===== src/rtl/host_arb_pkg.sv =====
// host_arb_pkg: shared widths, abort read-data pattern and arbiter FSM states.
package host_arb_pkg;
  localparam int ADDR_W = 32;
  localparam int DATA_W = 32;
  localparam int STRB_W = 4;
  localparam logic [DATA_W-1:0] TIMEOUT_RDATA = 32'hDEAD_BEEF;
  typedef enum logic {ARB_IDLE, ARB_BUSY} arb_state_e;
endpackage


===== src/rtl/rr_arbiter.sv =====
// rr_arbiter: combinational round-robin pick, searching upward from last+1 with wrap.
module rr_arbiter #(
  parameter int N = 2
) (
  input  logic [N-1:0]         req,
  input  logic [$clog2(N)-1:0] last,
  output logic [$clog2(N)-1:0] winner,
  output logic                 any_req
);
  localparam int IW = $clog2(N);
  logic [IW-1:0] start;
  logic [N-1:0]  rot;
  // A start of N (non power-of-two wrap) shifts the doubled vector by N, which is the same as 0.
  assign start = last + IW'(1);
  assign rot = N'({req, req} >> start);
  assign any_req = |req;
  always_comb begin
    winner = '0;
    for (int k = N - 1; k >= 0; k--)
      if (rot[k]) winner = IW'((int'(start) + k) % N);
  end
endmodule


===== src/rtl/host_bus_arbiter.sv =====
// host_bus_arbiter: round-robin sharing of the host memory port between NUM_REQ masters.
// Define HOST_ARB_TIMEOUT_EN to enable the downstream watchdog (TIMEOUT_CYCLES).
module host_bus_arbiter
  import host_arb_pkg::*;
#(
  parameter int NUM_REQ        = 2,
  parameter int TIMEOUT_CYCLES = 256
) (
  input  logic                      sys_clk,
  input  logic                      rst,
  input  logic [NUM_REQ-1:0]        req_valid,
  output logic [NUM_REQ-1:0]        req_ready,
  input  logic [NUM_REQ*ADDR_W-1:0] req_addr,
  input  logic [NUM_REQ*DATA_W-1:0] req_wdata,
  input  logic [NUM_REQ*STRB_W-1:0] req_wstrb,
  output logic [DATA_W-1:0]         req_rdata,
  output logic                      host_valid,
  input  logic                      host_ready,
  output logic [ADDR_W-1:0]         host_addr,
  output logic [DATA_W-1:0]         host_wdata,
  output logic [STRB_W-1:0]         host_wstrb,
  input  logic [DATA_W-1:0]         host_rdata,
  output logic [$clog2(NUM_REQ)-1:0] grant_idx,
  output logic                      busy,
  output logic                      timeout_err
);
  localparam int IW = $clog2(NUM_REQ);
  if (NUM_REQ < 2 || NUM_REQ > 8 || TIMEOUT_CYCLES < 2) begin : g_bad_cfg
    $error("host_bus_arbiter: unsupported NUM_REQ or TIMEOUT_CYCLES");
  end
  arb_state_e        state_q, state_d;
  logic [ADDR_W-1:0] addr_q, addr_d;
  logic [DATA_W-1:0] wdata_q, wdata_d;
  logic [STRB_W-1:0] strb_q, strb_d;
  logic [IW-1:0]     grant_q, grant_d;
  logic [IW-1:0]     last_q, last_d;
  logic [IW-1:0]     winner;
  logic              any_req;
  logic              tmo;
  logic              done;
  rr_arbiter #(.N(NUM_REQ)) u_rr (
    .req     (req_valid),
    .last    (last_q),
    .winner  (winner),
    .any_req (any_req)
  );
`ifdef HOST_ARB_TIMEOUT_EN
  localparam int CW = $clog2(TIMEOUT_CYCLES);
  logic [CW-1:0] cnt_q, cnt_d;
  assign cnt_d = (state_q == ARB_IDLE) ? '0 : cnt_q + CW'(1);
  assign tmo = state_q == ARB_BUSY && cnt_q == CW'(TIMEOUT_CYCLES - 1) && !host_ready;
  always_ff @(posedge sys_clk) cnt_q <= rst ? '0 : cnt_d;
`else
  assign tmo = 1'b0;
`endif
  // Gated by rst so a transaction lost to reset never signals completion.
  assign done = !rst && state_q == ARB_BUSY && (host_ready || tmo);
  assign timeout_err = done && !host_ready;
  assign req_ready = done ? NUM_REQ'(1) << grant_q : '0;
  assign req_rdata = !done ? '0 : host_ready ? host_rdata : TIMEOUT_RDATA;
  assign host_valid = state_q == ARB_BUSY;
  assign busy = state_q == ARB_BUSY;
  assign host_addr = addr_q;
  assign host_wdata = wdata_q;
  assign host_wstrb = strb_q;
  assign grant_idx = grant_q;
  always_comb begin
    state_d = state_q;
    addr_d = addr_q;
    wdata_d = wdata_q;
    strb_d = strb_q;
    grant_d = grant_q;
    last_d = last_q;
    if (state_q == ARB_IDLE && any_req) begin
      state_d = ARB_BUSY;
      addr_d = req_addr[{winner, 5'd0} +: ADDR_W];
      wdata_d = req_wdata[{winner, 5'd0} +: DATA_W];
      strb_d = req_wstrb[{winner, 2'd0} +: STRB_W];
      grant_d = winner;
    end else if (done) begin
      state_d = ARB_IDLE;
      last_d = grant_q;
    end
  end
  always_ff @(posedge sys_clk) begin
    if (rst) begin
      state_q <= ARB_IDLE;
      addr_q <= '0;
      wdata_q <= '0;
      strb_q <= '0;
      grant_q <= '0;
      last_q <= IW'(NUM_REQ - 1);
    end else begin
      state_q <= state_d;
      addr_q <= addr_d;
      wdata_q <= wdata_d;
      strb_q <= strb_d;
      grant_q <= grant_d;
      last_q <= last_d;
    end
  end
endmodule


===== config.mk =====
export PLATFORM = sky130hd
export DESIGN_NAME = host_bus_arbiter
export DESIGN_NICKNAME = d
export VERILOG_FILES = /design/src/rtl/host_arb_pkg.sv /design/src/rtl/rr_arbiter.sv /design/src/rtl/host_bus_arbiter.sv
export SDC_FILE = /design/constraint.sdc
export NUM_CORES = 1
export LEC_CHECK = 0
export ABC_AREA = 1
export CAP_MARGIN = 20
export CORE_UTILIZATION = 25
export CTS_CLUSTER_SIZE = 14
export DETAILED_ROUTE_END_ITERATION = 10
export PLACE_DENSITY = 0.67
export SLEW_MARGIN = 20
export SYNTH_ARGS = -nofsm -noshare
export SYNTH_HDL_FRONTEND = slang
export SYNTH_SLANG_ARGS = --single-unit

===== constraint.sdc =====
create_clock -name sys_clk -period 2.87 [get_ports sys_clk]
set_clock_uncertainty 0.2 [all_clocks]
set_input_delay 0.287 -clock sys_clk [delete_from_list [all_inputs] [get_ports sys_clk]]
set_output_delay 0.287 -clock sys_clk [all_outputs]
set_load 0.02 [all_outputs]

==> metrics <==
run status=completed; CP startpoint=busy; share of total power in sequential cells=a little over a third; top-area cell type share of the netlist area=between 30% and 40%; IO buf count=around 280; Hold Path Stages=2; sequential element share of the synthesized area=between 30% and 40%; routed len/inst=approximately 11 um; flop and latch count out of synthesis=71; first drt pass iteration count=4; clk sink count=71; CTS tree=done; combinational fraction of design power=between 30% and 40%; Max-cap violations=0; Die W=between 100 and 150 um; RSZ-0062 raised after global routing=no; htree depth=3; max_slew headroom=66.2%; final hold vios=0; HPWL after DPL=a little over 9000 um; Slew Limit Fails=0; synthesized instance count=670; core box area=around 0.015 mm2; worst-case clock buffer depth=2; leading area contributor after synthesis=dfxtp_1; count leader, synth=nor2_1; worst r2r src=last_q; DRC viols=0; buffers and inverters on the worst path=2; Clock power frac=32.8%; worst slew pin tran=about 0.51 ns; max incr delay on CP=between 0.6 and 0.7 ns; final core utilization=approximately 46%; first-pass GRT wire length=a little under 20000 um; Worst EP arrival=around 2.1 ns; vias in the first global route=between 3000 and 4000; post-place setup slack=0.321 ns; Mapped Area=slightly below 0.004 mm2; Clock transition at path regs=~0.06 ns; Crit-path slowest cell=clkdlybuf4s50_1; Crit Path Class=reg2out; IO Pins=279; pin count of the biggest net entering global routing=71; switching share of power=approximately 29%; Main synth FF type=dfxtp_1; Avg Cell Area, Syn=slightly below 6 um2; Worst EP required=around 2.4 ns; Post-synth EDFFs=0; Internal=between 2000 and 2500 uW; Distinct cells, synth=19; Setup WS post-layout=between 0.3 and 0.4 ns; initial antenna violation count=0; Worst path top cell family by delay=buffers and inverters; DIE AREA=around 0.016 mm2; Routed Antenna Nets=0; Final min period=2.57 ns; ANT cells=0; setup TNS=0 ns; main area contributors after synthesis=dfxtp_1 37%, nor2_1 23%, nand2_1 14%; Total Routed Length=~12000 um; Highest Clock Rate=0.390 GHz; FILL cells=between 1500 and 2000; CP endpoint kind=primary output; critical path depth in cells=5; Die H=126 um; worst path cell trace=nand2_1, nor2_2, inv_4, nor2_1, clkdlybuf4s50_1; ratio of cells with drive above 1 in the final layout=under 10%; CP Max Fanout=33; sw power=about 900 uW; Vias=roughly 4500; Leakage=approximately 0.0034 uW; HP Start=last_q; Clock Latency Late Sink=between 0.3 and 0.4 ns; Tcrit/Tclk final=around nine tenths; Post-synth top cells=238 x nor2_1, 140 x nand2_1, 103 x inv_1, 71 x dfxtp_1, 66 x o21ai_0; total grt overflow=0; RePlAce Congestion=roughly 0.75; Iteration-0 DRC Markers=around 180; CTS Root Cell=clkbuf_16; GRT Total Usage=15.4%; Area Overhead vs Synth=81.7%; Reg2Reg Depth=6; DR vias/cell=4.07; ys async rst share=0%; Final nets=1097; Power Density=444 mW/mm2; synth warn=0; Cell Rows=between 40 and 50; Setup Buffers After CTS=0; CP startpoint kind=register; starting density of the core=around a quarter; Num CTS Buffers=9; HP Class=reg2reg; final number of setup-violating endpoints=0; syn nets=between 800 and 900; Worst IR Drop VDD=between 150 and 200 uV
## power by group through the flow
| stage | Sequential, uW | Combinational (uW) | Clock (uW) |
|---|---|---|---|
| after floorplan | 1270 | 343 | 0 |
| after global placement | 1150 | 973 | 0 |
| after detailed placement | 1150 | 976 | 0 |
| after CTS | 1130 | 980 | 1070 |
| after global routing | 1140 | 1060 | 1110 |
| final | 1130 | 968 | 1030 |
## placed cells by master, fill, tap and decap left out, drive strengths merged
cell	n
clkdlybuf4s50	277
nor2	240
nand2	141
inv	104
dfxtp	71
o21ai	69
clkbuf	11
buf	6
a21oi	2
clkinvlp	2
a211oi	1
nand3	1
conb	1
clkinv	1
## registers in the layout (all words and copies together) (netlist names)
name        flops
host_addr      32
host_wdata     32
host_wstrb      4
busy            1
grant_idx       1
last_q          1
## kinds of logic (layout without fill, tap and decap cells)
group,Yosys count,after routing,synth area share [%]
and+or+nand+nor,382,382,37.7
buffers and inverters,144,401,16.1
AOI/OAI and AO/OA,72,72,9.37
DFF,71,71,36.7
other,1,1,0.0968
## what timing repair did
item                                    CTS  global route
hold buffers                              0             0
resized for setup                         0             3
endpoints found under the setup margin    0            32
## worst register-to-register path: stages (launching register included)
cell	delay [ns]
dfxtp_1	0.34
nand2_1	0.10
nand2_4	0.40
buf_12	0.29
nor2_1	0.08
nor2_1	0.14
nor2_1	0.05
## area by class of cell
cell class	instances	area (um2)	area share [%]
repair buffers	283	2880	40.9
multi-input cells	455	1840	26.1
inverters	104	393	5.58
well taps	188	235	3.34
clock buffers	11	253	3.59
clock inverters	3	20.0	0.284
flip-flops and latches	71	1420	20.2
## per-layer routing
metal	part of all wire, %	routed length, um	up-vias	GRT usage (%)
li1	-	-	2456	-
met1	39	4800	1886	15.9
met2	49	6100	185	28.0
met3	10	1240	15	5.82
met4	1.7	214	0	6.17
met5	0	0	-	0
## through the flow
| stage | hold WS, ns | std cells | total power [uW] | area [um2] |
|---|---|---|---|---|
| 6_report | 0.285 | 1115 | 3120 | 7040 |
| 5_1_grt | 0.325 | 1115 | 3320 | 7040 |
| 3_5_place_dp | 0.265 | 1101 | 2130 | 6760 |
| 3_3_place_gp | 0.273 | 1101 | 2120 | 6760 |
| 4_1_cts | 0.278 | 1115 | 3180 | 7030 |
| 2_1_floorplan | 0.156 | 670 | 1610 | 3870 |
## final timing paths
check             slack [ns]       endpoint
setup / recovery        0.30  req_rdata[14]
hold / removal          0.28         last_q
setup reg to reg        1.17  host_wdata[3]
hold reg to reg         0.28         last_q
No activity file was read; power rests on OpenSTA's default activity.
